**src/rtl/inta_sequencer_pkg.sv**
```systemverilog
// Shared PIC definitions: IR count, level width, sequencer states and the
// lowest-set-bit helper used by both the resolver and the ISR.
package pic_pkg;

  localparam int PIC_NUM_IR = 8;
  localparam int LVL_W      = 3;

  localparam logic [LVL_W-1:0] SPUR_LVL = 3'd7;

  typedef enum logic [1:0] {
    IDLE  = 2'd0,
    WAIT1 = 2'd1,
    WAIT2 = 2'd2
  } state_t;

  typedef struct packed {
    logic             vld;
    logic [LVL_W-1:0] idx;
  } lsb_t;

  // Descending scan so the lowest index (highest priority) is the last written.
  function automatic lsb_t lowest_set_bit(input logic [PIC_NUM_IR-1:0] v);
    lsb_t r;
    r.vld = 1'b0;
    r.idx = '0;
    for (int i = PIC_NUM_IR - 1; i >= 0; i--) begin
      if (v[i]) begin
        r.vld = 1'b1;
        r.idx = i[LVL_W-1:0];
      end
    end
    return r;
  endfunction

endpackage

```
**src/rtl/inta_sequencer_if.sv**
```systemverilog
// Resolver/CPU-facing signal bundle of the INTA sequencer.
// aeoi_mode exists only when INTA_AEOI_EN is defined.
interface inta_sequencer_if;
  logic       int_req;
  logic [2:0] req_level;
  logic       inta;
  logic [4:0] vector_base;
  logic       eoi_cmd;
  logic       eoi_specific;
  logic [2:0] eoi_level;
  logic       int_out;
  logic [7:0] irr_clr;
  logic [7:0] isr;
  logic [7:0] data_out;
  logic       data_oe;
  logic       busy;
`ifdef INTA_AEOI_EN
  logic       aeoi_mode;

  modport master (
    output int_req, req_level, inta, vector_base, eoi_cmd, eoi_specific, eoi_level, aeoi_mode,
    input  int_out, irr_clr, isr, data_out, data_oe, busy
  );
  modport slave (
    input  int_req, req_level, inta, vector_base, eoi_cmd, eoi_specific, eoi_level, aeoi_mode,
    output int_out, irr_clr, isr, data_out, data_oe, busy
  );
`else
  modport master (
    output int_req, req_level, inta, vector_base, eoi_cmd, eoi_specific, eoi_level,
    input  int_out, irr_clr, isr, data_out, data_oe, busy
  );
  modport slave (
    input  int_req, req_level, inta, vector_base, eoi_cmd, eoi_specific, eoi_level,
    output int_out, irr_clr, isr, data_out, data_oe, busy
  );
`endif
endinterface

```
**src/rtl/inta_sequencer_isr_reg.sv**
```systemverilog
// In-service register: set on the first acknowledge, cleared by EOI commands
// and (optionally) automatic EOI. A set always wins over a clear of the same bit.
module isr_reg
  import pic_pkg::*;
(
  input  logic                  clk,
  input  logic                  rst,
  input  logic                  i_set_en,
  input  logic [LVL_W-1:0]      i_set_lvl,
  input  logic                  i_eoi_cmd,
  input  logic                  i_eoi_specific,
  input  logic [LVL_W-1:0]      i_eoi_level,
  input  logic                  i_aeoi_clr,
  input  logic [LVL_W-1:0]      i_aeoi_lvl,
  output logic [PIC_NUM_IR-1:0] o_isr
);

  logic [PIC_NUM_IR-1:0] r_isr;
  logic [PIC_NUM_IR-1:0] w_set_mask;
  logic [PIC_NUM_IR-1:0] w_clr_mask;
  lsb_t                  w_lowest;

  assign w_lowest = lowest_set_bit(r_isr);

  always_comb begin
    w_set_mask = '0;
    w_clr_mask = '0;
    if (i_set_en) w_set_mask[i_set_lvl] = 1'b1;
    if (i_eoi_cmd) begin
      if (i_eoi_specific)    w_clr_mask[i_eoi_level]  = 1'b1;
      else if (w_lowest.vld) w_clr_mask[w_lowest.idx] = 1'b1;
    end
    if (i_aeoi_clr) w_clr_mask[i_aeoi_lvl] = 1'b1;
  end

  always_ff @(posedge clk or posedge rst) begin
    if (rst) r_isr <= '0;
    else     r_isr <= (r_isr & ~w_clr_mask) | w_set_mask;
  end

  assign o_isr = r_isr;

endmodule

```
**src/rtl/inta_sequencer.sv**
```systemverilog
// 8259-style INT/INTA sequencer: raises INT, runs the two-pulse acknowledge,
// drives the vector and owns the ISR. Optional macro: INTA_AEOI_EN (auto-EOI).
module inta_sequencer
  import pic_pkg::*;
#(
  parameter int NUM_IR      = PIC_NUM_IR,
  parameter int ACK_TIMEOUT = 255
) (
  input logic             clk,
  input logic             rst,
  inta_sequencer_if.slave bus
);

  localparam int CNT_W = 16;

  state_t            r_state, w_state_nxt;
  logic [LVL_W-1:0]  r_lvl, w_lvl_nxt;
  logic [CNT_W-1:0]  r_cnt, w_cnt_nxt, w_cnt_inc;
  logic              w_set_en, w_vec_load, w_aeoi_clr;
  logic              r_int_out, r_busy, r_data_oe;
  logic [NUM_IR-1:0] r_irr_clr;
  logic [7:0]        r_data_out;
  logic [7:0]        w_isr;

  assign w_cnt_inc = r_cnt + CNT_W'(1);

  always_comb begin
    w_state_nxt = r_state;
    w_lvl_nxt   = r_lvl;
    w_cnt_nxt   = r_cnt;
    w_set_en    = 1'b0;
    w_vec_load  = 1'b0;
    unique case (r_state)
      IDLE: begin
        if (bus.int_req) w_state_nxt = WAIT1;
      end
      WAIT1: begin
        // A request withdrawn before the first pulse becomes a level-7 spurious ack.
        if (bus.inta) begin
          w_state_nxt = WAIT2;
          w_cnt_nxt   = '0;
          w_set_en    = bus.int_req;
          w_lvl_nxt   = bus.int_req ? bus.req_level : SPUR_LVL;
        end
      end
      WAIT2: begin
        if (bus.inta) begin
          w_state_nxt = IDLE;
          w_cnt_nxt   = '0;
          w_vec_load  = 1'b1;
        end else begin
          w_cnt_nxt = w_cnt_inc;
          if ((ACK_TIMEOUT != 0) && (w_cnt_inc == CNT_W'(ACK_TIMEOUT))) begin
            w_state_nxt = IDLE;
            w_cnt_nxt   = '0;
          end
        end
      end
      default: w_state_nxt = IDLE;
    endcase
  end

`ifdef INTA_AEOI_EN
  logic r_spur;

  always_ff @(posedge clk or posedge rst) begin
    if (rst)                             r_spur <= 1'b0;
    else if (r_state == WAIT1 && bus.inta) r_spur <= ~bus.int_req;
  end

  // A spurious sequence never set a bit, so there is nothing to auto-clear.
  assign w_aeoi_clr = w_vec_load & bus.aeoi_mode & ~r_spur;
`else
  assign w_aeoi_clr = 1'b0;
`endif

  always_ff @(posedge clk or posedge rst) begin
    if (rst) begin
      r_state    <= IDLE;
      r_lvl      <= '0;
      r_cnt      <= '0;
      r_int_out  <= 1'b0;
      r_busy     <= 1'b0;
      r_irr_clr  <= '0;
      r_data_oe  <= 1'b0;
      r_data_out <= '0;
    end else begin
      r_state   <= w_state_nxt;
      r_lvl     <= w_lvl_nxt;
      r_cnt     <= w_cnt_nxt;
      r_int_out <= (w_state_nxt == WAIT1);
      r_busy    <= (w_state_nxt != IDLE);
      r_irr_clr <= w_set_en ? (NUM_IR'(1) << bus.req_level) : '0;
      r_data_oe <= w_vec_load;
      if (w_vec_load) r_data_out <= {bus.vector_base, r_lvl};
    end
  end

  isr_reg u_isr_reg (
    .clk            (clk),
    .rst            (rst),
    .i_set_en       (w_set_en),
    .i_set_lvl      (bus.req_level),
    .i_eoi_cmd      (bus.eoi_cmd),
    .i_eoi_specific (bus.eoi_specific),
    .i_eoi_level    (bus.eoi_level),
    .i_aeoi_clr     (w_aeoi_clr),
    .i_aeoi_lvl     (r_lvl),
    .o_isr          (w_isr)
  );

  assign bus.int_out  = r_int_out;
  assign bus.busy     = r_busy;
  assign bus.irr_clr  = r_irr_clr;
  assign bus.isr      = w_isr;
  assign bus.data_out = r_data_out;
  assign bus.data_oe  = r_data_oe;

endmodule

```
**src/flat_wrapper.sv**
```systemverilog
// flat-port wrapper written by rule: the top's interface ports become plain ports
module inta_sequencer_flat import pic_pkg::*;
#(
  parameter int NUM_IR      = PIC_NUM_IR,
  parameter int ACK_TIMEOUT = 255
)
  (clk, rst, bus_int_req, bus_req_level, bus_inta, bus_vector_base, bus_eoi_cmd, bus_eoi_specific, bus_eoi_level, bus_int_out, bus_irr_clr, bus_isr, bus_data_out, bus_data_oe, bus_busy);
  inta_sequencer_if bus_i ();
  input logic clk;
  input logic rst;
  input wire logic [$bits(bus_i.int_req)-1:0] bus_int_req;
  input wire logic [$bits(bus_i.req_level)-1:0] bus_req_level;
  input wire logic [$bits(bus_i.inta)-1:0] bus_inta;
  input wire logic [$bits(bus_i.vector_base)-1:0] bus_vector_base;
  input wire logic [$bits(bus_i.eoi_cmd)-1:0] bus_eoi_cmd;
  input wire logic [$bits(bus_i.eoi_specific)-1:0] bus_eoi_specific;
  input wire logic [$bits(bus_i.eoi_level)-1:0] bus_eoi_level;
  output wire logic [$bits(bus_i.int_out)-1:0] bus_int_out;
  output wire logic [$bits(bus_i.irr_clr)-1:0] bus_irr_clr;
  output wire logic [$bits(bus_i.isr)-1:0] bus_isr;
  output wire logic [$bits(bus_i.data_out)-1:0] bus_data_out;
  output wire logic [$bits(bus_i.data_oe)-1:0] bus_data_oe;
  output wire logic [$bits(bus_i.busy)-1:0] bus_busy;
  assign bus_i.int_req = bus_int_req;
  assign bus_i.req_level = bus_req_level;
  assign bus_i.inta = bus_inta;
  assign bus_i.vector_base = bus_vector_base;
  assign bus_i.eoi_cmd = bus_eoi_cmd;
  assign bus_i.eoi_specific = bus_eoi_specific;
  assign bus_i.eoi_level = bus_eoi_level;
  assign bus_int_out = bus_i.int_out;
  assign bus_irr_clr = bus_i.irr_clr;
  assign bus_isr = bus_i.isr;
  assign bus_data_out = bus_i.data_out;
  assign bus_data_oe = bus_i.data_oe;
  assign bus_busy = bus_i.busy;
  inta_sequencer #(.NUM_IR(NUM_IR), .ACK_TIMEOUT(ACK_TIMEOUT)) u_core (.clk(clk), .rst(rst), .bus(bus_i));
endmodule
```
**config.mk**
```make
export PLATFORM = sky130hd
export DESIGN_NAME = inta_sequencer_flat
export DESIGN_NICKNAME = d
export VERILOG_FILES = /design/src/rtl/inta_sequencer_pkg.sv /design/src/rtl/inta_sequencer_if.sv /design/src/rtl/inta_sequencer_isr_reg.sv /design/src/rtl/inta_sequencer.sv /design/src/flat_wrapper.sv
export SDC_FILE = /design/constraint.sdc
export NUM_CORES = 1
export LEC_CHECK = 0
export CAP_MARGIN = 25
export CORE_ASPECT_RATIO = 1.25
export CORE_MARGIN = 5
export CORE_UTILIZATION = 45
export DETAILED_ROUTE_END_ITERATION = 6
export PLACE_DENSITY = 0.7
export SYNTH_ARGS = -nofsm -noshare
export SYNTH_HDL_FRONTEND = slang
export SYNTH_HIERARCHICAL = 1
export SYNTH_SLANG_ARGS = --single-unit
```
**constraint.sdc**
```tcl
create_clock -name clk -period 3.45 [get_ports clk]
set_clock_uncertainty 0.05 [all_clocks]
set_input_delay 0.5175 -clock clk [delete_from_list [all_inputs] [get_ports clk]]
set_output_delay 0.5175 -clock clk [all_outputs]
set_load 0.1 [all_outputs]
```
Yosys cells after proc, flatten, opt, wreduce, memory -nomap -nowiden --
Cells that the tools add are included.
Cells by class: muxes and demuxes 33, add/sub/neg operators 1, $mul 0, eq/ne operators 5, divide/modulo/power cells 0, reductions and logical operators 8, bitwise gates (word level) 3, shifts and indexed selects 1, magnitude comparators 6
Operator list (count):
- $mux W16 | 3
- $mux W8 | 5
- $mux W4 | 8
- $pmux W16 S2 | 1
- $add A16 B1 Y16 const B | 1
- $eq A16 B8 Y1 const B | 1
- $lt A3 B4 Y1 const B | 3
- $demux W1 S3 | 3
- $ge A3 B1 Y1 const B | 3
- $and A8 B8 Y8 | 1
- $mux W2 | 4
- $not A8 Y8 | 1
- $or A8 B8 Y8 | 1
- $shl A1 B3 Y8 const A | 1
- $mux W1 | 7
- $pmux W2 S3 | 1
- $eq A2 B1 Y1 const B | 2
- $reduce_and A2 Y1 | 2
- $reduce_bool A2 Y1 | 2
- $logic_and A1 B1 Y1 | 3
- $mux W3 | 1
- $eq A2 B2 Y1 const B | 1
- $logic_not A2 Y1 | 1
- $ne A2 B2 Y1 const B | 1
Storage, ports and cells: memory bits (writable) 0, memories 0, register bits after elaboration 48, bits in latches 0, output and inout bits 27, ROM bits 0

Longest topological paths before layout --
depth after elaboration 18, mapped depth 9, depth with buffers taken out 8

Modules after synthesis --
The synthesis kept the hierarchy.
By module, submodules not included:
- inta_sequencer | cells each 207, area an instance 1978.1 µm², times used 1
- isr_reg | cells each 57, area an instance 524.3 µm², times used 1

Worst setup path after synthesis --
No wires, ideal clock.
path type flip-flop to flip-flop, start register u_core.r_cnt[0], end register u_core.r_cnt[3], stages on the path, launching flop included 10, setup slack 745 ps, data arrival time 2531 ps, path buffers 1, required time 3276 ps, cell sequence dfrtp_1 > ha_1 > nand4_1 > or4_1 > o31ai_1 > a41oi_1 > o31ai_4 > buf_6 > nor2_1 > a211o_1
On the way: cells in the longest elaborated chain, start to end 5
Ends and longest elaborated chain:
- from (decl) | RTL line inta_sequencer.sv:18 | logic [CNT_W-1:0] r_cnt, w_cnt_nxt, w_cnt_inc;
- from (signal assigned) | RTL line inta_sequencer.sv:90 | r_cnt <= w_cnt_nxt;
- $add A16 B1 Y16 * | RTL line inta_sequencer.sv:25 | assign w_cnt_inc = r_cnt + CNT_W'(1);
- $eq A16 B8 Y1 | RTL line inta_sequencer.sv:53 | if ((ACK_TIMEOUT != 0) && (w_cnt_inc == CNT_W'(ACK_TIMEOUT))) begin
- $mux W16 * | RTL line inta_sequencer.sv:53
- $mux W16 * | RTL line inta_sequencer.sv:47 | if (bus.inta) begin
- $pmux W16 S2 * | RTL line inta_sequencer.sv:33 | unique case (r_state)
Every way passes the cells marked *; elsewhere a longest branch is shown, timed or not. A chain may end at the register's enable or synchronous reset.

Final worst setup path --
Ends and elaborated chain as after synthesis.

==> results.toml <==
[synthesis]
synth_cell_type_count = 49
synth_common_cells = "48 x dfrtp_1, 30 x nand2_1, 23 x nor2_1"
synth-edff-count = 0
synth-main-ff-cell = "dfrtp_1"
synth_top_area_share_pct = 48.0
synth_area_leaders = "dfrtp_1 48%, nand2_1 4.5%, mux2_2 3.6%, nor2_1 3.5%, nand2b_1 2.5%"
seq_area_frac_synth_pct = 48.0
ys_warn_count = 6
synth_area_leader_cell = "dfrtp_1"
netlist_area_um2 = 2500
synth_cells = 264
async_flop_share_pct = 100
synth_seq_cells = 48
yosysMostFrequentCell = "dfrtp_1"
avgSynthCellArea_um2 = 9.48

[clocking]
clkSinkCount = 48
cts_max_level = 2
cts_root_buffer = "clkbuf_8"
cts_made_buffers = 5
clk_pin_slew_ns = 0.09
clk_latency_ns = 0.30
cts_resized = 0
hold_buffers = 0
clk_path_buf_depth = 2
cts_setup_buffers = 0
cts_tree = "built"

[worst_setup_path]
cp_max_fo = 9
cp_cell_sequence = "ha_1, nand4_1, or4_1, o31ai_1, a41oi_1, o31ai_4, buf_4, nor3_1, a211o_1"
critPathTopFamily = "compound AO/OA/AOI/OAI gates"
cpPeakStageDelay_ns = 0.63
critPathCaptureType = "flip-flop"
startpoint_type = "flip-flop"
cp.arrival_ns = 3.26
cp.required_ns = 3.59
path_class = "reg -> reg"
slowest_stage = "or4_1"
crit_buf_inv = 1

[timing]
timing.final.hold_violations = 0
relSlewSlack_pct = 33.6
fin_crit_ns = 3.13
final_max_slew_viol_count = 0
setup_viol_count_final = 0
finalCritPeriodShare_pct = 90.6
fin_setup_tns_ns = 0
worst_slack_ns = 0.324
max_slew.worst_pin.slew_ns = 0.992
fmax_mhz = 320
rsz0062_at_grt = "no"

[placement]
place_ws_ns = 0.379
dpl.hpwl_um = 4380
place.gp.congestion = 0.895
numPortBuffers = 43

[detailed_routing]
drt-total-wl_um = 5980
drtAntennaViolNets = 0
drt_iter0_markers = 118
vias_per_cell = 5.75
drc = 0
drt_pass1_iterations = 4
post_drt_wl_per_cell_um = 15.9
vias = 2163

[power_and_ir_drop]
p_switching_mw = 0.893
comb_power_share_pct = 42.3
p_int_mw = 1.11
p_clk_share_pct = 21.3
seqPwrFrac_pct = 36.4
p_leak_nw = 1.30
p_per_area_nw_per_um2 = 640
vdd_drop_max_uv = 252
p_sw_share_pct = 44.5

[grt]
antenna_found_initial = 0
grt_pass1_vias = 2179
gr-total-overflow = 0
grt_pass1_wl_um = 10300
track_usage_pct = 17.4
grt_max_degree = 41

[die]
initial_core_util_pct = 46.3
dieHeight_um = 93.4
die_width_um = 76.7
fp.coreArea_um2 = 5410
pin_count = 44
rows = 30
die_area_um2 = 7160

[final_layout]
drive_above_1_share_pct = 8.33
nets = 330
areaGrowthSynthToFinish_pct = 25.1
antenna_cells = 0

[job]
cap_violations = 0

[run_status]
status = "finished clean"

[hold_path]
hold_class = "in -> async"
[worst paths after layout]
path / startpoint / to / slack, ns / cells after the start
max in group asynchronous: rst / u_core/r_cnt[2] / 2.38 / 3
hold reg to reg: u_core/r_state[1] / u_core/bus.int_out / 0.46 / 1
setup / recovery: u_core/r_cnt[0] / u_core/r_cnt[3] / 0.32 / 9
min in group clk: u_core/r_state[1] / u_core/bus.int_out / 0.46 / 1
setup reg to reg: u_core/r_cnt[0] / u_core/r_cnt[3] / 0.32 / 9
hold / removal: rst / u_core/u_isr_reg/o_isr[6] / 0.45 / 2
[routing by layer]
layer	routed length (um)	part of all wire [%]	up-vias	GRT usage, %
li1	-	-	1063	-
met1	2560	43	1023	20.6
met2	3040	51	65	30.5
met3	265	4.4	12	3.56
met4	114	1.9	0	6.85
met5	0	0	-	0
[layout by cell type, fill, tap and decap left out, drive strengths merged, types with 2 or more instances in the layout]
cell           instances
and2                   6
o32ai                  5
o22ai                  7
xnor2                  2
o41ai                  2
nand2b                10
or3                    2
nand2                 30
clkdlybuf4s50         43
conb                   2
a21oi                  6
o21ai                 14
nor3                  11
nand3                  7
and3                   3
buf                    5
or2                    2
nand4                  6
mux2                   8
or4                    2
nor2                  23
clkbuf                 6
inv                   11
a21o                   7
dfrtp                 48
nor4                   5
nor4bb                 4
a31oi                  5
ha                     2
o221ai                 4
o31ai                  7
o21a                   3
[metrics by stage]
step | instances | hold slack [ns] | cell area [um2] | power (mW) | utilization [%]
finish | 376 | 0.448 | 3130 | 2.01 | 57.9
global route | 376 | 0.483 | 3130 | 2.09 | 57.9
CTS | 376 | 0.456 | 3130 | 2.01 | 57.9
detailed placement | 368 | 0.443 | 3010 | 1.59 | 55.7
global placement | 368 | 0.438 | 3010 | 1.57 | 55.7
floorplan | 265 | 0.283 | 2510 | 1.36 | -
[state kept, by name, indices dropped and copies added, names as in the netlist]
register / cells
u_core/r_cnt: 16
u_core/r_state: 2
u_core/bus.busy: 1
u_core/u_isr_reg/o_isr: 8
u_core/r_lvl: 3
u_core/bus.irr_clr: 8
u_core/bus.int_out: 1
u_core/bus.data_oe: 1
u_core/bus.data_out: 8
[worst reg2reg max path, stage by stage, from the launching register on]
cell and delay (ns):
dfrtp_1 0.47, ha_1 0.30, nand4_1 0.29, or4_1 0.63, o31ai_1 0.25, a41oi_1 0.10
o31ai_4 0.37, buf_4 0.23, nor3_1 0.06, a211o_1 0.27
[power groups by stage]
stage / Clock, mW / Sequential [mW] / Combinational, mW
floorplan: 0 / 1.16 / 0.196
global placement: 0 / 0.735 / 0.839
detailed placement: 0 / 0.741 / 0.846
CTS: 0.435 / 0.730 / 0.848
global route: 0.465 / 0.744 / 0.885
finish: 0.428 / 0.730 / 0.848
[cell families (layout without fill, tap and decap cells)]
kind of cell               count (synthesis)  after routing  share of synthesized area, %
buffers and inverters                     20             67                          3.40
muxes                                      9              9                          4.00
DFF                                       48             48                          48.0
and+or+nand+nor                          117            117                          24.6
xor gates and xnor gates                   2              2                         0.700
adders and majority gates                  2              2                          1.00
AOI/OAI and AO/OA                         65             65                          18.2
other                                      1              2                         0.150
[layout make-up]
type / instances / area (um2)
clock inverters: 2 / 38.8
inverters: 11 / 41.3
fillers: 482 / 2270
repair buffers: 48 / 468
multi-input cells: 197 / 1220
flip-flops and latches: 48 / 1200
well taps: 64 / 80.1
clock buffers: 6 / 82.6
Power figures use the tool's default switching activity.
